`src/rtl/counter_read_response_buffer.sv`:
```
// ---------------------------------------------------------------------------
// counter_read_response_buffer
//
// Captures READ responses from the SRAM multi-counter, which has no
// backpressure, into a circular FIFO and presents them to a consumer over a
// valid/ready handshake. It also counts READ commands still waiting for their
// response. From that count it drives a credit signal, so a well-behaved
// issuer never sends a READ whose response would find the FIFO full.
//
// Ports:
//   clk, rst      clock, synchronous active-high reset
//   rd_issue      a READ command is presented to the counter this cycle
//   in_valid      counter response strobe
//   in_id         counter response id
//   in_data       counter response value
//   out_valid     head entry available
//   out_ready     consumer accepts the head entry
//   out_id        head entry id
//   out_data      head entry value
//   credit_ok     issuer may assert rd_issue this cycle
//   count         FIFO occupancy
//   overflow      sticky: a response was dropped because the FIFO was full
//   protocol_err  sticky: response with no READ outstanding, or READ without credit
// ---------------------------------------------------------------------------
module counter_read_response_buffer #(
    parameter int DEPTH  = 8,
    parameter int ID_W   = 8,
    parameter int DATA_W = 8
) (
    input  logic                   clk,
    input  logic                   rst,
    input  logic                   rd_issue,
    input  logic                   in_valid,
    input  logic [ID_W-1:0]        in_id,
    input  logic [DATA_W-1:0]      in_data,
    output logic                   out_valid,
    input  logic                   out_ready,
    output logic [ID_W-1:0]        out_id,
    output logic [DATA_W-1:0]      out_data,
    output logic                   credit_ok,
    output logic [$clog2(DEPTH):0] count,
    output logic                   overflow,
    output logic                   protocol_err
);

    localparam int PTR_W = $clog2(DEPTH);
    localparam int CNT_W = PTR_W + 1;
    localparam logic [CNT_W-1:0] FULL = CNT_W'(DEPTH);

    logic [ID_W-1:0]   id_mem   [DEPTH];
    logic [DATA_W-1:0] data_mem [DEPTH];

    logic [PTR_W-1:0] wr_ptr;
    logic [PTR_W-1:0] rd_ptr;
    logic [CNT_W-1:0] outstanding;
    logic [CNT_W-1:0] outstanding_next;
    logic [CNT_W:0]   credit_sum;

    logic pop;
    logic push;
    logic drop;
    logic perr_set;

    // A pop frees a slot in the same cycle, so a full FIFO still accepts a
    // response when the consumer takes the head entry.
    assign pop  = out_valid & out_ready;
    assign push = in_valid & ((count != FULL) | pop);
    assign drop = in_valid & (count == FULL) & ~pop;

    assign out_valid = (count != '0);
    assign out_id    = id_mem[rd_ptr];
    assign out_data  = data_mem[rd_ptr];

    // Credit depends only on registered state, so there is no combinational
    // path from rd_issue or in_valid back to the issuer.
    assign credit_sum = (CNT_W+1)'(count) + (CNT_W+1)'(outstanding);
    assign credit_ok  = credit_sum < (CNT_W+1)'(DEPTH);

    // NOTE: the entry storage has no reset; out_valid gates its contents, and
    // leaving it unreset lets it map onto plain register files or RAM.
    always_ff @(posedge clk) begin
        if (push) begin
            id_mem[wr_ptr]   <= in_id;
            data_mem[wr_ptr] <= in_data;
        end
    end

    // Outstanding-READ bookkeeping. A READ and a response in the same cycle
    // cancel out. A stray response is flagged, and the count stays at zero.
    always_comb begin
        // NOTE: every output of this block gets a default first, so no path
        // leaves a value unassigned and no latch is inferred.
        outstanding_next = outstanding;
        perr_set         = 1'b0;
        if (rd_issue && !credit_ok) begin
            perr_set = 1'b1;
        end
        if (rd_issue && !in_valid) begin
            if (outstanding != FULL) begin
                outstanding_next = outstanding + CNT_W'(1);
            end
        end else if (in_valid && !rd_issue) begin
            if (outstanding == '0) begin
                perr_set = 1'b1;
            end else begin
                outstanding_next = outstanding - CNT_W'(1);
            end
        end
    end

    // NOTE: state registers use non-blocking assignments so every register
    // samples the pre-edge values, independent of statement order.
    always_ff @(posedge clk) begin
        if (rst) begin
            wr_ptr       <= '0;
            rd_ptr       <= '0;
            count        <= '0;
            outstanding  <= '0;
            overflow     <= 1'b0;
            protocol_err <= 1'b0;
        end else begin
            if (push) begin
                wr_ptr <= wr_ptr + PTR_W'(1);
            end
            if (pop) begin
                rd_ptr <= rd_ptr + PTR_W'(1);
            end
            case ({push, pop})
                2'b10:   count <= count + CNT_W'(1);
                2'b01:   count <= count - CNT_W'(1);
                default: count <= count;
            endcase
            outstanding <= outstanding_next;
            if (drop) begin
                overflow <= 1'b1;
            end
            if (perr_set) begin
                protocol_err <= 1'b1;
            end
        end
    end

endmodule
```
`config.mk`:
```
export PLATFORM = sky130hd
export DESIGN_NAME = counter_read_response_buffer
export DESIGN_NICKNAME = d
export VERILOG_FILES = /design/src/rtl/counter_read_response_buffer.sv
export SDC_FILE = /design/constraint.sdc
export NUM_CORES = 1
export LEC_CHECK = 0
export BUFFER_PORTS_ARGS = -buffer_cell sky130_fd_sc_hd__buf_2
export CORE_AREA = 2 2 78 154
export CTS_CLUSTER_DIAMETER = 40
export CTS_CLUSTER_SIZE = 10
export DETAILED_ROUTE_END_ITERATION = 8
export DIE_AREA = 0 0 80 156
export GPL_TIMING_DRIVEN = 0
export PLACE_DENSITY = 0.74
export SETUP_SLACK_MARGIN = 0.1
export SYNTH_ARGS = -nofsm -noshare
export SYNTH_HDL_FRONTEND = slang
export SYNTH_SLANG_ARGS = --single-unit
```
`constraint.sdc`:
```
create_clock -name clk -period 3 [get_ports clk]
set_input_delay 0.3 -clock clk [delete_from_list [all_inputs] [get_ports clk]]
set_output_delay 0.3 -clock clk [all_outputs]
set_load 0.005 [all_outputs]
```
# ---- Yosys cells after proc, flatten, opt, wreduce, memory -nomap -nowiden
# Memories as Yosys holds them, arrays and structs flattened. A register that Yosys moved wholly into a read port is not among the register bits.
# Cells that the tools add are included.
dict set report word_totals {
  regBits 16
  ramBits 128
  input_bits 21
  out_inout_bits 24
  wordCells 55
  n_memories 2
}
dict set report op_classes {
  add_sub_neg 7
  order_cmp 1
  n_eq_ne 7
  mux 15
  bitwise_logic 6
  n_reduce_logical 11
}
# memory words word_bits read_ports rd_ports_with_merged_regs wr line
set mem_list {}
lappend mem_list {data_mem 8 8 1 1 1 51} ;# logic [DATA_W-1:0] data_mem [DEPTH];
lappend mem_list {id_mem 8 8 1 1 1 50} ;# logic [ID_W-1:0] id_mem [DEPTH];
# operator count
set ops {}
lappend ops {{$mux 4} 4}
lappend ops {{$mux 3} 4}
lappend ops {{$add 4x1->4 const B} 2}
lappend ops {{$ne 4x4->1 const B} 2}
lappend ops {{$pmux 4 s2} 1}
lappend ops {{$sub 4x1->4 const B} 2}
lappend ops {{$add 3x1->3 const B} 2}
lappend ops {{$mux 1} 6}
lappend ops {{$add 4x4->5} 1}
lappend ops {{$lt 5x4->1 const B} 1}
lappend ops {{$and 1x1->1} 4}
lappend ops {{$eq 4x4->1 const B} 1}
lappend ops {{$logic_not 4->1} 1}
lappend ops {{$reduce_bool 2->1} 2}
lappend ops {{$reduce_bool 4->1} 1}
lappend ops {{$logic_and 1x1->1} 3}
lappend ops {{$logic_not 1->1} 3}
lappend ops {{$reduce_and 3->1} 1}
lappend ops {{$eq 2x1->1 const B} 1}
lappend ops {{$eq 2x2->1 const B} 1}
lappend ops {{$ne 2x1->1 const B} 1}
lappend ops {{$ne 2x2->1 const B} 1}
lappend ops {{$not 1->1} 1}
lappend ops {{$or 1x1->1} 1}

# ---- Depth between registers and ports, before layout
# Gate-level depths: netlist (run 1).
dict set report logic_depth {
  depth_word 8
  depth_mapped 10
}

# ---- Worst setup path before layout (run 1)
# No wires, ideal clock.
dict set report synth_timing {
  kind {register to register}
  from {register count[2]}
  to {memory data_mem[0][0] (enable)}
  arrival_time_ns 2.432
  required_ns 2.570
  setup_slack_ns 0.138
  stages_incl_launch_ff 5
  path_buffers 1
  path_cell_list {dfxtp_1 -> buf_2 -> or3_1 -> o21ai_2 -> nor4_1}
}
dict set report synth_via {
  elab_chain_len 6
}
# item line
set synth_rtl {}
lappend synth_rtl {{from (decl)} 41} ;# output logic [$clog2(DEPTH):0] count,
lappend synth_rtl {{from (signal assigned)} 129} ;# 2'b10: count <= count + CNT_W'(1);
lappend synth_rtl {{from (signal assigned)} 130} ;# 2'b01: count <= count - CNT_W'(1);
lappend synth_rtl {{from (signal assigned)} 131} ;# default: count <= count;
lappend synth_rtl {{$reduce_bool 4->1} 70} ;# assign out_valid = (count != '0);
lappend synth_rtl {{$and 1x1->1} 66} ;# assign pop = out_valid & out_ready;
lappend synth_rtl {{$or 1x1->1 (*)} 67} ;# assign push = in_valid & ((count != FULL) | pop);
lappend synth_rtl {{$and 1x1->1 (*)} 67}
lappend synth_rtl {{$mux 1 (*)} 82} ;# if (push) begin
lappend synth_rtl {{$mux 1 (not written as such) (*)} 84} ;# data_mem[wr_ptr] <= in_data;
lappend synth_rtl {{to (decl)} 51}
# Every way passes the cells marked *; elsewhere a longest branch is shown, timed or not.

==> results.md, run 1 <==
- Status: finished, final reports clean
- EDFF count, synth: 128
- Final hold vios: 0
- Setup crit start kind: register
- DR WL/cell: 22.59 microns
- Largest net degree at the start of global routing: 17
- Yosys top cell by area: edfxtp_1
- Vias: 3,235
- Post-DRT Antenna Nets: 0
- CTS Buf Count: 17
- Yosys warnings: 0
- Initial Util: 0.5294
- Die ar.: 0.01248 sq mm
- Root Buffer: clkbuf_16
- Final setup fails: 0
- PortBufs: 44
- Crit path max fanout: 10
- Clock sink count: 147
- Post-CTS setup buffers: 0
- Worst setup EP type: primary output
- Commonest cells in the netlist: edfxtp_1, mux4_2, nor2_1, dfxtp_1, mux2_2
- Tmin final: 2.744 ns
- CP arrival: 2.44 ns
- Num rows: 55
- Hold crit path type: in -> reg
- Clk Latency, worst-skew pair: 0.42 ns
- Leakage power: 2.465 nW
- Yosys cell types: 41
- Fmax: 0.3644 GHz
- Seq/Total Area, Yosys: 0.7070
- Util after Layout: 0.6418
- Peak VDD IR: 0.0005688 V
- Reg2Reg Setup Slack: 0.67 ns
- Fraction of layout cells with a size suffix above 1: 0.3878
- Max stage delay cell, worst path: mux4_2
- CP peak stage delay: 0.57 ns
- DRT Pass-1 Iters: 4
- Worst slew pin tran: 0.9121 ns
- Unrepaired setup endpoints after global routing: no
- Largest cells by area after synthesis: edfxtp_1, mux4_2, dfxtp_1, mux2_2, ha_1
- Clock-pin slew on the worst setup and hold paths: 0.06 ns
- Final #Nets: 429
- Mapped cell area: 0.005974 sq mm
- Power Density: 840.4 mW/mm^2
- Clock tree buffer depth: 2
- Synthesized area per cell: 18.61 sq um
- Post-CTS Resized: 0
- Final instance area: 0.007243 sq mm
- Asr flop ratio synth: 0
- Ys flop type: edfxtp_1
- CTS tree: built
- Initial antenna violation count: 1
- Max-slew violations: 0
- Remaining DRCs: 0
- Synth Instances: 321
- Core area: 0.01129 sq mm
- Final worst-path cycle share: 0.9147
- Syn nets: 353
- Top-area cell type share of the netlist area: 0.6434
- Register-to-Register Path Depth: 6
- Crit path to: out_data[3]
- Dpl cells: 520
- MaxCap Viol Count: 0
- H-tree depth: 4
- DRT iter0 DRCs: 261
- Critical Path RT: 2.70 ns
- GP Congestion: 0.7569
- Worst path most repeated cell: buf_2
- Setup tns final: 0 ns
- Routed WL: 12,490 microns
- GR Overflow Total: 0
- Vias in the first global route: 3,402
- #FFs+latches synth: 147
- Fillcell total: 811
- Slew HR: 0.3886
- Vias per inst: 5.850
- HPWL after DPL: 8262 microns
- FF-to-FF End: data_mem[4][4]
- Fin cells: 553
- First-pass GRT wire length: 19,270 microns
- GRT Util Overall: 0.2198
- Final clock skew: 0.01116 ns
- Ports: 45
- Placed cell area: 0.006578 sq mm
- Die width: 80 microns
- CTS Hold Bufs: 0
- Chip height: 156 microns
- Crit path cell chain: clkbuf_1 -> buf_2 -> mux4_2 -> mux2_2 -> buf_2
- Reg-to-reg critical path startpoint: count[2]
- Layout area overhead: 21.24%
- Tot Pwr: 0.006087 W
- Critical path class: reg -> out
- Count leader, synth: edfxtp_1
power by group:
group | switching [W] | total (W) | internal [W]
clock | 0.000790 | 0.00235 | 0.00156
combinational | 0.000649 | 0.00132 | 0.000670
sequential | 0.0000870 | 0.00242 | 0.00234
cell usage in the layout, fill, tap and decap left out, drive strengths merged, types with 5 or more instances in the layout:
cell type  instances
edfxtp           128
inv                7
ha                10
nand2b             6
a21oi              5
clkbuf            26
nand2              9
nor3               7
buf               65
a31oi              5
bufinv             6
dfxtp             19
xnor2              5
nor2              20
mux2              16
mux4              32
metrics by stage:
stage / setup WS (ns) / hold WS [ns]
2_1_floorplan: 0.1382 / 0.3989
3_3_place_gp: -1.365 / 0.4566
3_5_place_dp: 0.6340 / 0.4942
4_1_cts: 0.2030 / 0.1379
5_1_grt: 0.1035 / 0.1501
6_report: 0.2559 / 0.1615
metal layers:
layer	vias to the layer above	wire, microns	global-route usage	share of wire
met3	24	486	0.05382	0.039
met1	1685	4405	0.2368	0.35
met4	0	320	0.1001	0.026
li1	1439	-	-	-
met2	87	7281	0.3960	0.58
met5	-	0	0	0
critical path, delay by kind of cell, from the launching register on:
family   cells  cell delay (ns)
buf+inv      3             0.88
mux          2             0.85
flops        1             0.31
how the worst min path moves through the flow:
| stage | startpoint | end | slack, ns | cells past startpoint |
|---|---|---|---|---|
| floorplan | in_data[0] | data_mem[0][0] | 0.40 | 0 |
| global route | in_id[3] | id_mem[6][3] | 0.15 | 1 |
| global placement | overflow | overflow | 0.46 | 2 |
| detailed placement | overflow | overflow | 0.49 | 2 |
| CTS | in_id[1] | id_mem[2][1] | 0.14 | 1 |
| finish | in_id[1] | id_mem[7][1] | 0.16 | 1 |
kinds of logic after synthesis:
family | share of synthesized area
AO/OA/AOI/OAI | 0.03749
XOR/XNOR | 0.01173
adder cells (fa/ha/maj) | 0.02429
buffers and inverters | 0.01780
flip-flops | 0.7070
multiplexers | 0.1541
AND/OR/NAND/NOR | 0.04754
state kept, by name, summed over array words and instances, names as in the netlist, named ones only:
| name | flops |
|---|---|
| data_mem | 64 |
| rd_ptr | 3 |
| wr_ptr | 3 |
| count | 4 |
| protocol_err | 1 |
| id_mem | 64 |
| outstanding | 4 |
| overflow | 1 |
final cells by class:
| type | instances | area [sq um] | share of cell area |
|---|---|---|---|
| well taps | 142 | 177.7 | 0.02453 |
| repair buffers | 57 | 391.6 | 0.05407 |
| diodes | 1 | 2.502 | 0.0003455 |
| plain buffers | 16 | 83.83 | 0.01157 |
| clock inverters | 14 | 234.0 | 0.03230 |
| inverters | 6 | 22.52 | 0.003109 |
| clock buffers | 18 | 429.2 | 0.05925 |
| multi-input cells | 152 | 1678 | 0.2316 |
| flip-flops and latches | 147 | 4224 | 0.5832 |
Note: power is estimated with default switching activity, not from simulation.
==> run 2, diff against run 1 <==
Settings changed: ABC_CLOCK_PERIOD_IN_PS set to 3000, RECOVER_POWER set to 50.
==> run 2 against run 1 <==
Compared with the run above:
- cell count shrank 0.18%
- sequential cell count is the same
- register-to-register slack lost 0.16 ns
- worst setup slack is essentially flat
- sequential share of layout area grew 0.45 points
==> results.md, run 2 (synthesis gave the netlist of run 1 again) <==
- Status: finished, final reports clean (unchanged)
- Final instance area: 0.007188 sq mm (was 0.007243 sq mm)
- Fraction of layout cells with a size suffix above 1: 0.3366 (was 0.3878)
- Initial Util: 0.5294 (unchanged)
- Crit path max fanout: 10 (unchanged)
- Clk Latency, worst-skew pair: 0.42 ns (about the same)
- CTS Hold Bufs: 0 (unchanged)
- Min setup slack post-route: 0.2561 ns (was 0.2559 ns)
- Reg2Reg Setup Slack: 0.51 ns (was 0.67 ns)
- Num rows: 55 (unchanged)
- Vias per inst: 5.850 (about the same)
- Pre-CTS setup slack: 0.6340 ns (unchanged)
- Fmax: 0.3644 GHz (about the same)
- Clock tree buffer depth: 2 (unchanged)
- Fin cells: 552 (was 553)
- Clock sink count: 147 (unchanged)
- Vias: 3,229 (was 3,235)
- Vias in the first global route: 3,402 (unchanged)
- Clock-pin slew on the worst setup and hold paths: 0.05 ns (was 0.06 ns)
- CTS tree: built (unchanged)
- CP arrival: 2.44 ns (about the same)
- DR WL/cell: 22.49 microns (was 22.59 microns)
- Util after Layout: 0.6369 (was 0.6418)
- Power Density: 837.9 mW/mm^2 (was 840.4 mW/mm^2)
- Critical path class: reg -> out (unchanged)
- DRT iter0 DRCs: 277 (was 261)
- Routed WL: 12,410 microns (was 12,490 microns)
- Commonest non-fill, non-tap cell in the layout: edfxtp_1 (unchanged)
- Core area: 0.01129 sq mm (unchanged)
- Met3 WL: 637 microns (was 486 microns)
- Ports: 45 (unchanged)
- Final setup fails: 0 (unchanged)
- Setup crit start kind: register (unchanged)
- Worst hold stages: 1 (unchanged)
- Placed cell area: 0.006578 sq mm (unchanged)
- Largest net degree at the start of global routing: 17 (unchanged)
- Unrepaired setup endpoints after global routing: no (unchanged)
- GRT Util Overall: 0.2198 (unchanged)
- MaxCap Viol Count: 0 (unchanged)
- CTS Buf Count: 17 (unchanged)
- Metal2 WL: 7125 microns (was 7281 microns)
- Die width: 80 microns (unchanged)
- Final clock skew: 0.008713 ns (was 0.01116 ns)
- Max-slew violations: 0 (unchanged)
- Post-DRT Antenna Nets: 0 (unchanged)
- GP Congestion: 0.7569 (unchanged)
- Slew HR: 0.3858 (was 0.3886)
- Most frequent cells in the layout: edfxtp_1, mux4_2, buf_2, clkbuf_1, dfxtp_1 (was edfxtp_1, buf_2, mux4_2, dfxtp_1)
- Largest regs: data_mem: 64 flops, id_mem: 64 flops (unchanged)
- Wire length on met1: 4269 microns (was 4405 microns)
- Worst slew pin tran: 0.9162 ns (was 0.9121 ns)
- Final hold vios: 0 (unchanged)
- Root Buffer: clkbuf_16 (unchanged)
- PortBufs: 44 (unchanged)
- Ant. Diodes: 0 (was 1)
- Dpl cells: 520 (unchanged)
- Register-to-Register Path Depth: 6 (unchanged)
- Post-CTS setup buffers: 0 (unchanged)
- First-pass GRT wire length: 19,270 microns (unchanged)
- Peak VDD IR: 0.0005685 V (was 0.0005688 V)
- HPWL after DPL: 8262 microns (unchanged)
- Remaining DRCs: 0 (unchanged)
- H-tree depth: 4 (unchanged)
- Final #Nets: 429 (unchanged)
- Critical Path RT: 2.70 ns (about the same)
- DRT Pass-1 Iters: 4 (unchanged)
- Tot Pwr: 0.006023 W (was 0.006087 W)
- Die ar.: 0.01248 sq mm (unchanged)
- Tmin final: 2.744 ns (about the same)
- Chip height: 156 microns (unchanged)
- GR Overflow Total: 0 (unchanged)
- Layout area overhead: 20.31% (was 21.24%)
- Leakage power: 2.405 nW (was 2.465 nW)
- Max Used Layer: met4 (unchanged)
- Hold crit path type: in -> reg (unchanged)
- Post-CTS Resized: 0 (unchanged)
- Final worst-path cycle share: 0.9146 (was 0.9147)
- Initial antenna violation count: 0 (was 1)
- Worst setup EP type: primary output (unchanged)
run 2: critical path, cell delays in order, from the launching register on:
cell      delay, ns
dfxtp_1        0.31
clkbuf_1       0.26
buf_2          0.48
mux4_2         0.56
mux2_2         0.28
buf_2          0.14
run 2: final timing paths:
kind	start	end
worst max-delay path	register	out_data[3]
worst min-delay path	in_data[4]	data_mem[2][4]
worst max register to register	count[2]	id_mem[4][3]
worst min register to register	overflow	overflow
run 2: per-stage QoR:
stage | hold WS, ns | TNS (ns)
finish | 0.2370 | 0
global route | 0.2377 | 0
CTS | 0.1379 | 0
detailed placement | 0.4942 | 0
global placement | 0.4566 | -60.81
floorplan | 0.3989 | 0
run 2: power by group:
part,leakage [nW],internal [W],switching [W],total [W]
registers,1.32,0.00234,0.0000848,0.00242
logic,0.774,0.000620,0.000633,0.00125
clock network,0.312,0.00156,0.000794,0.00235
total,2.40,0.00451,0.00151,0.00602
run 2: layer usage:
| layer | vias up | track usage |
|---|---|---|
| met5 | - | 0 |
| met4 | 0 | 0.1001 |
| met3 | 29 | 0.05382 |
| met2 | 106 | 0.3960 |
| met1 | 1655 | 0.2368 |
| li1 | 1439 | - |
run 2: layout make-up:
type	count	area, sq um
clock inverters	14	234.0
repair buffers	57	371.6
flip-flops and latches	147	4224
multi-input cells	152	1662
plain buffers	16	67.56
clock buffers	18	429.2
fillers	819	4098
inverters	6	22.52
well taps	142	177.7
